==> src/rtl/game_timer_bcd_if.sv <==
// game_timer_bcd_if: timer control inputs (load/start/pause/tick/inc_time/pen_time) and BCD count/status outputs (count/tc/expired/warn/running)
interface game_timer_bcd_if #(parameter int DIGITS = 2);
  logic load, start, pause, tick, inc_time, pen_time;
  logic [4*DIGITS-1:0] count;
  logic tc, expired, warn, running;
  modport master(output load, start, pause, tick, inc_time, pen_time, input count, tc, expired, warn, running);
  modport slave(input load, start, pause, tick, inc_time, pen_time, output count, tc, expired, warn, running);
endinterface

==> src/rtl/game_timer_bcd.sv <==
// game_timer_bcd: multi-digit BCD round countdown with bonus/penalty, pause and warning (clk, async reset, bus: controls in, count/tc/expired/warn/running out)
module game_timer_bcd #(
  parameter int DIGITS = 2,
  parameter logic [4*DIGITS-1:0] LOAD_VALUE = 8'h99,
  parameter int INC_VALUE = 10,
  parameter int PEN_VALUE = 5,
  parameter int WARN_LEVEL = 10
) (
  input logic clk,
  input logic reset,
  game_timer_bcd_if.slave bus
);
  localparam int MAX = 10 ** DIGITS - 1;
  localparam int W = $clog2(MAX + INC_VALUE + PEN_VALUE + 2);
  localparam logic [W-1:0] MX = W'(MAX);
  typedef enum logic [1:0] {IDLE, RUN, PAUSED, EXPIRED} state_e;
  state_e state_q, state_d;
  logic [4*DIGITS-1:0] count_q, count_d;
  logic expired_q, expired_d;
  logic [W-1:0] cur, up, dn, nxt;
  function automatic logic [W-1:0] to_bin(input logic [4*DIGITS-1:0] b);
    logic [W-1:0] r;
    r = '0;
    for (int i = DIGITS - 1; i >= 0; i--) r = r * W'(10) + W'(b[4*i+:4]);
    return r;
  endfunction
  function automatic logic [4*DIGITS-1:0] to_bcd(input logic [W-1:0] v);
    logic [4*DIGITS-1:0] r;
    logic [W-1:0] t;
    r = '0;
    t = v;
    for (int i = 0; i < DIGITS; i++) begin
      r[4*i+:4] = 4'(t % W'(10));
      t = t / W'(10);
    end
    return r;
  endfunction
  always_comb begin
    cur = to_bin(count_q);
    up = cur + (bus.inc_time ? W'(INC_VALUE) : '0);
    dn = (bus.pen_time ? W'(PEN_VALUE) : '0) + W'(state_q == RUN && bus.tick);
    nxt = up <= dn ? '0 : (up - dn > MX ? MX : up - dn);
    state_d = state_q;
    count_d = count_q;
    expired_d = 1'b0;
    if (bus.load) begin
      state_d = IDLE;
      count_d = LOAD_VALUE;
    end else begin
      case (state_q)
        IDLE: state_d = bus.start ? RUN : IDLE;
        RUN, PAUSED: begin
          if (state_q == RUN && bus.pause) state_d = PAUSED;
          else begin
            count_d = to_bcd(nxt);
            state_d = nxt == '0 ? EXPIRED : (bus.pause ? PAUSED : RUN);
            expired_d = nxt == '0;
          end
        end
        default: state_d = EXPIRED;
      endcase
    end
  end
  always_ff @(posedge clk or posedge reset)
    if (reset) begin
      state_q <= IDLE;
      count_q <= LOAD_VALUE;
      expired_q <= 1'b0;
    end else begin
      state_q <= state_d;
      count_q <= count_d;
      expired_q <= expired_d;
    end
  assign bus.count = count_q;
  assign bus.tc = count_q == '0;
  assign bus.expired = expired_q;
  assign bus.running = state_q == RUN;
  assign bus.warn = (state_q == RUN || state_q == PAUSED) && cur != '0 && int'(cur) <= WARN_LEVEL;
endmodule

==> src/flat_wrapper.sv <==
// flat-port wrapper written by rule: the top's interface ports become plain ports
module game_timer_bcd_flat 
#(
  parameter int DIGITS = 2,
  parameter logic [4*DIGITS-1:0] LOAD_VALUE = 8'h99,
  parameter int INC_VALUE = 10,
  parameter int PEN_VALUE = 5,
  parameter int WARN_LEVEL = 10
)
  (clk, reset, bus_load, bus_start, bus_pause, bus_tick, bus_inc_time, bus_pen_time, bus_count, bus_tc, bus_expired, bus_warn, bus_running);
  game_timer_bcd_if #(.DIGITS(DIGITS)) bus_i ();
  input logic clk;
  input logic reset;
  input wire logic [$bits(bus_i.load)-1:0] bus_load;
  input wire logic [$bits(bus_i.start)-1:0] bus_start;
  input wire logic [$bits(bus_i.pause)-1:0] bus_pause;
  input wire logic [$bits(bus_i.tick)-1:0] bus_tick;
  input wire logic [$bits(bus_i.inc_time)-1:0] bus_inc_time;
  input wire logic [$bits(bus_i.pen_time)-1:0] bus_pen_time;
  output wire logic [$bits(bus_i.count)-1:0] bus_count;
  output wire logic [$bits(bus_i.tc)-1:0] bus_tc;
  output wire logic [$bits(bus_i.expired)-1:0] bus_expired;
  output wire logic [$bits(bus_i.warn)-1:0] bus_warn;
  output wire logic [$bits(bus_i.running)-1:0] bus_running;
  assign bus_i.load = bus_load;
  assign bus_i.start = bus_start;
  assign bus_i.pause = bus_pause;
  assign bus_i.tick = bus_tick;
  assign bus_i.inc_time = bus_inc_time;
  assign bus_i.pen_time = bus_pen_time;
  assign bus_count = bus_i.count;
  assign bus_tc = bus_i.tc;
  assign bus_expired = bus_i.expired;
  assign bus_warn = bus_i.warn;
  assign bus_running = bus_i.running;
  game_timer_bcd #(.DIGITS(DIGITS), .LOAD_VALUE(LOAD_VALUE), .INC_VALUE(INC_VALUE), .PEN_VALUE(PEN_VALUE), .WARN_LEVEL(WARN_LEVEL)) u_core (.clk(clk), .reset(reset), .bus(bus_i));
endmodule
==> config.mk <==
export PLATFORM = sky130hd
export DESIGN_NAME = game_timer_bcd_flat
export DESIGN_NICKNAME = d
export VERILOG_FILES = /design/src/rtl/game_timer_bcd_if.sv /design/src/rtl/game_timer_bcd.sv /design/src/flat_wrapper.sv
export SDC_FILE = /design/constraint.sdc
export NUM_CORES = 1
export LEC_CHECK = 0
export BUFFER_PORTS_ARGS = -buffer_cell sky130_fd_sc_hd__clkbuf_2
export CORE_MARGIN = 1
export CORE_UTILIZATION = 40
export DETAILED_ROUTE_END_ITERATION = 10
export SYNTH_ARGS = -nofsm -noshare
export SYNTH_HDL_FRONTEND = slang
export SYNTH_SLANG_ARGS = --single-unit
==> constraint.sdc <==
create_clock -name clk -period 5.3 [get_ports clk]
set_input_delay 1.06 -clock clk [delete_from_list [all_inputs] [get_ports clk]]
set_output_delay 1.06 -clock clk [all_outputs]
set_load 0.1 [all_outputs]
* Word-level counts from Yosys, hierarchy flattened *
Cells that the tools add are included.

cells by class
  shift operators = 0
  divide/modulo/power cells = 3
  magnitude comparators = 3
  multipliers = 1
  add/sub/neg operators = 4
  bitwise logic cells = 0
  equal/unequal tests = 3
  muxes and demuxes = 16
  reduce and logical (&&, ||, !) cells = 12

operator list
  operator                                              count
  two-way mux 8 bit                                     3
  remainder unit 7 x 4 -> 7 bit, second input constant  2
  two-way mux 7 bit                                     2
  zero test 8 bit                                       1
  two-way mux 2 bit                                     4
  adder 7 x 1 -> 7 bit                                  1
  adder 7 x 4 -> 7 bit                                  1
  adder 7 bit                                           1
  divider 7 x 4 -> 7 bit, second input constant         1
  > comparator 7 bit, second input constant             1
  <= comparator 7 x 4 -> 1 bit, second input constant   1
  <= comparator 7 bit                                   1
  zero test 7 bit                                       1
  nonzero test 7 bit                                    1
  subtractor 7 bit                                      1
  multiplier 4 x 3 -> 6 bit, second input constant      1
  logical AND 1 bit                                     4
  two-way mux 1 bit                                     4
  two-way mux 4 bit                                     1
  one-hot mux 2 bit (2 select lines)                    1
  two-way mux 3 bit                                     1
  == test 2 x 1 -> 1 bit, second input constant         1
  == test 2 bit, second input constant                  1
  zero test 2 bit                                       1
  other kinds (5)                                       5

storage, ports and cells
  memory bits (writable) = 0
  input port bits = 8
  ROM bits = 0
  bits in latches = 0
  logic and storage cells = 45
  memories = 0
  register bits = 11

* Depth between registers and ports, before layout *
Gate-level depths: netlist of the first run.

  depth after elaboration = 12
  mapped depth = 20
  mapped depth without buffers = 20

* Least setup slack after synthesis of the first run *
OpenSTA, ideal clock, no wires.

  kind = reg2out
  start = reg u_core.count_q[5], in the netlist u_core.bus.count[5]
  end = out bus_warn
  slack = -1,127 ps
  data required time = 4,240 ps
  data arrival time = 5,367 ps
  stages on the path, launching flop included = 8
  path buffers = 0
  cell sequence = dfrtp_1 -> ha_1 -> ha_1 -> fa_1 -> xor2_1 -> xnor2_1 -> a21oi_1 -> nor4bb_1

between the ends
  longest elaborated chain between the ends = 5
  elaborated cells between the ends (all ways) = 6
  classes of those cells = add/sub: 1; mul: 1; order compare: 1; reduce/logical: 3

RTL lines
  element                                                               line                  RTL
  start, declared                                                       game_timer_bcd.sv:18  logic [4*DIGITS-1:0] count_q, count_d;
  start signal, assigned                                                game_timer_bcd.sv:71  count_q <= count_d;
  multiplier 4 x 3 -> 6 bit (*)                                         game_timer_bcd.sv:24  for (int i = DIGITS - 1; i >= 0; i--) r = r * W'(10) + W'(b[4*i+:4]);
  adder 7 x 4 -> 7 bit (*)                                              game_timer_bcd.sv:24
  branches (longest 2 deep; another with <= comparator 7 x 4 -> 1 bit)  -
  logical AND 1 bit (*)                                                 game_timer_bcd.sv:78  assign bus.warn = (state_q == RUN || state_q == PAUSED) && cur != '0 && int'(cur) <= WARN_LEVEL;
  end, declared                                                         flat_wrapper.sv:23    output wire logic [$bits(bus_i.warn)-1:0] bus_warn;

Every way passes the cells marked *.

* Final worst setup path of the first run *
  start = reg u_core.count_q[4], in the netlist u_core.bus.count[4]
  end = reg u_core.count_q[1], in the netlist u_core.bus.count[1]

between the ends
  longest elaborated chain between the ends = 11
  elaborated cells between the ends (all ways) = 12
  classes of those cells = add/sub: 3; mul: 1; div: 1; order compare: 2; mux: 5

RTL lines
  element                            line                  RTL
  multiplier 4 x 3 -> 6 bit (*)      game_timer_bcd.sv:24
  adder 7 x 4 -> 7 bit (*)           game_timer_bcd.sv:24
  adder 7 bit (*)                    game_timer_bcd.sv:40  up = cur + (bus.inc_time ? W'(INC_VALUE) : '0);
  subtractor 7 bit                   game_timer_bcd.sv:42  nxt = up <= dn ? '0 : (up - dn > MX ? MX : up - dn);
  > comparator 7 bit                 game_timer_bcd.sv:42
  two-way mux 7 bit                  game_timer_bcd.sv:42
  two-way mux 7 bit (*)              game_timer_bcd.sv:42
  remainder unit 7 x 4 -> 7 bit (*)  game_timer_bcd.sv:33  r[4*i+:4] = 4'(t % W'(10));
  two-way mux 8 bit (*)              game_timer_bcd.sv:53  if (state_q == RUN && bus.pause) state_d = PAUSED;
  two-way mux 8 bit (*)              game_timer_bcd.sv:50  case (state_q)
  two-way mux 8 bit (*)              game_timer_bcd.sv:46  if (bus.load) begin

Every way passes the cells marked *; elsewhere a longest branch is shown, timed or not. The select of a mux whose other input is x is not followed.
A chain may end at the register's enable or synchronous reset.

==> results of run 1 <==
## state kept, by name, indices dropped and copies added, names as in the netlist
register            cells
u_core.bus.expired      1
u_core.state_q          2
u_core.bus.count        8
## cells by family after synthesis
| group | Yosys count |
|---|---|
| AOI/OAI and AO/OA | 52 |
| DFF | 11 |
| muxes | 4 |
| buffers and inverters | 18 |
| adders and majority gates | 23 |
| xor gates and xnor gates | 20 |
| and+or+nand+nor | 63 |
## tightest hold or removal path: cells and delay by family (launching register included)
kind / cells / cell delay (ns)
compound gates: 1 / 0.06
simple gates: 1 / 0.18
flops: 1 / 0.38
## cell type report
class	instances	area, um^2	share of cell area (%)
inverter	15	56.3	3.00
tap	48	60.1	3.20
sequential	11	280	15.0
timing repair buffer	21	110	5.87
clock buffer	4	45.0	2.40
multi-input combinational	162	1320	70.6
## cells in the mapped netlist (all sizes together) (2+ instances only)
cell / number
a211oi: 2
a21o: 2
a21oi: 16
a221o: 2
a31o: 2
a31oi: 4
and2: 2
and3: 2
clkbuf: 3
dfrtp: 7
dfstp: 4
fa: 3
ha: 19
inv: 15
mux2i: 3
nand2: 14
nand2b: 3
nand3: 7
nand3b: 2
nor2: 14
nor2b: 2
nor3: 8
o21ai: 9
o22ai: 4
or4: 3
xnor2: 12
xor2: 8
## how the worst max path moves through the flow
stage                         from             endpoint  slack (ns)  depth (start not counted)
3_5_place_dp   u_core.bus.count[4]  u_core.bus.count[5]        0.39                         17
2_1_floorplan  u_core.bus.count[1]  u_core.bus.count[5]        0.28                         18
6_report       u_core.bus.count[4]  u_core.bus.count[1]        0.42                         18
3_3_place_gp   u_core.bus.count[4]  u_core.bus.count[6]        0.41                         19
5_1_grt        u_core.bus.count[4]  u_core.bus.count[1]        0.01                         19
4_1_cts        u_core.bus.count[4]  u_core.bus.count[5]        0.35                         17
## what timing repair did
action | in CTS | in global routing
gates resized for setup | 0 | 1
hold buffers | 0 | 0
buffers inserted | 0 | 1
endpoints found under the setup margin | 0 | 4
## metrics by stage
stage / hold WS (ns) / utilization (%)
2_1_floorplan: 0.601 / -
4_1_cts: 0.625 / 48.9
3_3_place_gp: 0.620 / 47.8
3_5_place_dp: 0.622 / 47.8
6_report: 0.624 / 49.3
5_1_grt: 0.643 / 49.3
## per-layer routing
layer	up-vias	track usage [%]	wire length, um
met3	2	2.59	98
li1	741	-	-
met4	0	3.72	8
met2	31	31.9	1900
met1	706	27.7	1930
met5	-	0	0
==> results.tsv, run 1 <==
stage	metric	value	unit
status	status	finished clean	
sta	slew_viol_final	0	
global_routing	grt_max_degree	15	
synthesis	netlist_instances	191	
synthesis	async_reset_ff_share	100	%
synthesis	synthDistinctLibCells	54	
die	core	3800	um^2
synthesis	ys_ff_latch	11	
synthesis	synth_area	1650	um^2
critical_path	cpMaxStageDelayCell	dfstp_2	
detailed_routing	avgViaCountPerCell	5.67	
place	dp_cells	256	
synthesis	synth_top_area_share	14.4	%
critical_path	critPathKind	reg2reg	
hold_path	hold_start	u_core.bus.count[3]	
critical_path	path_cells	ha_1 -> inv_1 -> fa_1 -> inv_1 -> ha_1 -> ha_1 -> nor2b_1 -> nor3_2 -> nand3_1 -> o22ai_4 -> xnor2_1 -> mux2i_1 -> a21oi_1 -> inv_1 -> ha_1 -> or3_1 -> a41o_1 -> a311oi_2	
layout	drive_gt1_share	20.7	%
clocking	cts_buffers	3	
critical_path	path_max_fanout	6	
layout	fin_cells	261	
clocking	cts.path.max_buffers	2	
sta	setup_violations	0	
clocking	clkTransAtPathRegs	0.05	ns
place	placed_area	1810	um^2
clocking	cts.sinks	11	
sta	worstMarginPinSlew	0.555	ns
place	pre_cts_slack	0.386	ns
synthesis	yosysSeqAreaShare	17.0	%
synthesis	synth_top_family_by_area	compound AO/OA/AOI/OAI gates	
die	num_rows	22	
hold_path	hold_depth	2	
sta	grt_setup_unrepaired	no	
synthesis	synth_compound_area_share	23.1	%
critical_path	cp_slowest_stage_delay	0.57	ns
synthesis	synth-simple-area-share	20.3	%
sta	min_period	4.88	ns
run	maxCapViolCount	0	
critical_path	rrSetupSlack	0.42	ns
layout	n_fill_cell	361	
synthesis	synth_mux_area_share	2.51	%
detailed_routing	ant_nets	0	
critical_path	ff2ff_path_depth	18	
sta	fin_worst_skew	0.00113	ns
synthesis	synthFlopType	dfrtp_1	
critical_path	crit_buf_inv	3	
critical_path	r2r-end	u_core.bus.count[1]	
die	die_width	66.2	um
synthesis	synth_warnings	0	
place	place_congestion	0.820	
sta	max_freq	205	MHz
detailed_routing	vias	1480	
critical_path	crit-reg2reg-launch	u_core.bus.count[4]	
synthesis	synth-xor-area-share	14.3	%
critical_path	crit_family	adder cells	
critical_path	cp-end-kind	register	
global_routing	grt_use_total	19.6	%
layout	final_cell_area	1870	um^2
global_routing	grt_pass1_wl	6.60	mm
clocking	cts_tree	yes	
place	dpl.hpwl	3.19	mm
critical_path	required	5.45	ns
detailed_routing	first_pass_iters	4	
sta	hold_viol_final	0	
detailed_routing	routed_wl	3.93	mm
global_routing	antenna_found_initial	0	
die	die_area	4380	um^2
layout	diodes	0	
detailed_routing	drt_iter0_markers	57	
critical_path	cpMostUsedCell	ha_1	
sta	worst_slack	0.421	ns
die	io_pins	20	
clocking	cts-htree-levels	1	
clocking	root_buffer	clkbuf_8	
global_routing	grt_pass1_vias	1385	
clocking	clock_latency	0.24	ns
sta	tns	0	ns
synthesis	avgSynthCellArea	8.63	um^2
synthesis	synthTopCellsByArea	ha_1 (14%), dfrtp_1 (11%), dfstp_2 (6.4%)	
detailed_routing	wl_per_cell	15.1	um
critical_path	critPathLaunchType	register	
layout	syn2layout_area_growth	13.7	%
sta	relSlewSlack	62.8	%
layout	nets	244	
synthesis	syn_nets	221	
synthesis	synth_edf_count	0	
place	portBuffers	19	
synthesis	synthAdderAreaFrac	18.7	%
hold_path	whs_endpoint	u_core.bus.count[3]	
sta	finalCritPeriodShare	92.1	%
die	fp.dieH	66.2	um
layout	final_cell_mix	ha_1 (19), clkbuf_2 (19), a21oi_1 (16)	
detailed_routing	drc	0	
hold_path	hold_class	reg2reg	
global_routing	grt_overflow	0	
synthesis	yosysTopAreaCell	ha_1	
die	start_util	43.4	%
critical_path	cp_data_arrival_time	5.03	ns
Power of run 1 is not shown: default switching activity piles up to over one toggle a cycle in this logic, so the estimate is an artifact.
==> run 2, diff against run 1 <==
--- a/config.mk
+++ b/config.mk
@@ -7,7 +7,7 @@
 export LEC_CHECK = 0
 export BUFFER_PORTS_ARGS = -buffer_cell sky130_fd_sc_hd__clkbuf_2
 export CORE_MARGIN = 1
-export CORE_UTILIZATION = 40
+export CORE_UTILIZATION = 45
 export DETAILED_ROUTE_END_ITERATION = 10
 export SYNTH_ARGS = -nofsm -noshare
 export SYNTH_HDL_FRONTEND = slang
==> run 2 against run 1 <==
  * Clock skew is 0.0047 ns higher
  * Non-clock buffer count fell by 2
  * Critical path depth up 1
  * Die area is 11% lower
  * Core utilization up 5.3 points
  * Global-route usage increased by 1.6 points
  * Critical endpoint is now u_core.bus.count[5]
  * Sequential cell count unchanged
  * Final cell count decreased by 1.5%
  * Critical path type unchanged
==> results.tsv, run 2 (same netlist as run 1, synthesis figures left out) <==
stage	metric	value	unit
status	status	finished clean	
place	placed_area	1800	um^2
global_routing	antenna_found_initial	0	
layout	largest_reg_flops	8	
layout	syn2layout_area_growth	13.3	%
sta	grt_setup_unrepaired	no	
sta	fin_worst_skew	0.00583	ns
sta	holdWs	0.636	ns
die	io_pins	20	
place	place_congestion	0.958	
clocking	cts_buffers	3	
layout	diodes	0	
place	portBuffers	19	
sta	finalCritPeriodShare	91.5	%
detailed_routing	ant_nets	0	
layout	nets	242	
die	start_util	48.2	%
sta	max_freq	206	MHz
critical_path	cp_data_arrival_time	5.00	ns
hold_path	hold_depth	2	
clocking	cts.sinks	11	
global_routing	grt_pass1_wl	6.80	mm
layout	final_cell_mix	ha_1 (19), clkbuf_2 (19), a21oi_1 (16)	
detailed_routing	vias	1498	
critical_path	critPathLaunchType	register	
sta	min_period	4.85	ns
critical_path	required	5.45	ns
clocking	clkTransAtPathRegs	0.07	ns
place	pre_cts_slack	0.229	ns
run	maxCapViolCount	0	
die	core	3420	um^2
die	num_rows	21	
hold_path	hold_class	reg2reg	
sta	worstMarginPinSlew	0.548	ns
sta	worst_slack	0.452	ns
layout	final_cell_area	1870	um^2
detailed_routing	drc	0	
global_routing	grt_max_degree	15	
sta	slew_viol_final	0	
clocking	cts_tree	yes	
die	die_width	62.5	um
detailed_routing	drt_iter0_markers	66	
detailed_routing	wl_per_cell	15.5	um
layout	drive_gt1_share	21.3	%
die	fp.dieH	62.5	um
sta	setup_violations	0	
clocking	postCtsSetupRepairBufs	0	
clocking	cts-hold-fix-buffers	0	
clocking	clock_latency	0.26	ns
clocking	cts-htree-levels	1	
global_routing	grt_overflow	0	
place	dpl.hpwl	3.27	mm
critical_path	critPathKind	reg2reg	
sta	tns	0	ns
sta	relSlewSlack	63.6	%
detailed_routing	routed_wl	3.99	mm
clocking	root_buffer	clkbuf_4	
clocking	cts.path.max_buffers	2	
clocking	cts_resized	0	
critical_path	ff2ff_path_depth	19	
critical_path	path_max_fanout	8	
sta	hold_viol_final	0	
global_routing	grt_pass1_vias	1506	
critical_path	cp-end-kind	register	
detailed_routing	avgViaCountPerCell	5.83	
detailed_routing	first_pass_iters	4	
global_routing	grt_use_total	21.2	%
die	die_area	3910	um^2
## run 2: routing by layer
| metal | up-vias | GRT usage, % | wire (um) |
|---|---|---|---|
| met5 | - | 0 | 0 |
| met4 | 0 | 2.62 | 6 |
| met3 | 2 | 2.37 | 113 |
| met2 | 32 | 37.5 | 2050 |
| met1 | 716 | 28.4 | 1820 |
| li1 | 748 | - | - |
## run 2: layout make-up
class                   instances  area (um^2)
repair buffers                 19         95.1
clock buffers                   4         26.3
well taps                      46         57.6
multi-input cells             162         1350
fillers                       328         1550
flip-flops and latches         11          280
inverters                      15         56.3
## run 2: critical path: stages, from the launching register on
cell	delay, ns
dfstp_2	0.58
ha_1	0.17
inv_1	0.05
fa_1	0.54
inv_1	0.09
ha_1	0.31
ha_1	0.37
a21oi_1	0.21
nand3b_1	0.14
o32ai_1	0.15
nand2b_2	0.25
xor2_4	0.27
maj3_1	0.22
o22ai_1	0.08
a21oi_1	0.25
ha_1	0.19
inv_1	0.04
ha_1	0.22
or4_1	0.51
o311ai_0	0.11
## run 2: final timing paths
path / start / end / slack [ns]
max: u_core.bus.count[4] / u_core.bus.count[5] / 0.45
min: u_core.bus.count[3] / u_core.bus.count[3] / 0.64
max reg2reg: u_core.bus.count[4] / u_core.bus.count[5] / 0.45
min reg2reg: u_core.bus.count[3] / u_core.bus.count[3] / 0.64
max in group asynchronous: reset / u_core.bus.count[4] / 4.24
min in group asynchronous: reset / u_core.bus.count[1] / 0.74
## run 2: per-stage QoR
stage	std cells	utilization [%]
final	257	54.7
after global placement	253	52.8
after floorplan	191	-
after global routing	257	54.7
after CTS	257	53.6
after detailed placement	253	52.8
Power of run 2 is left out for the same reason.
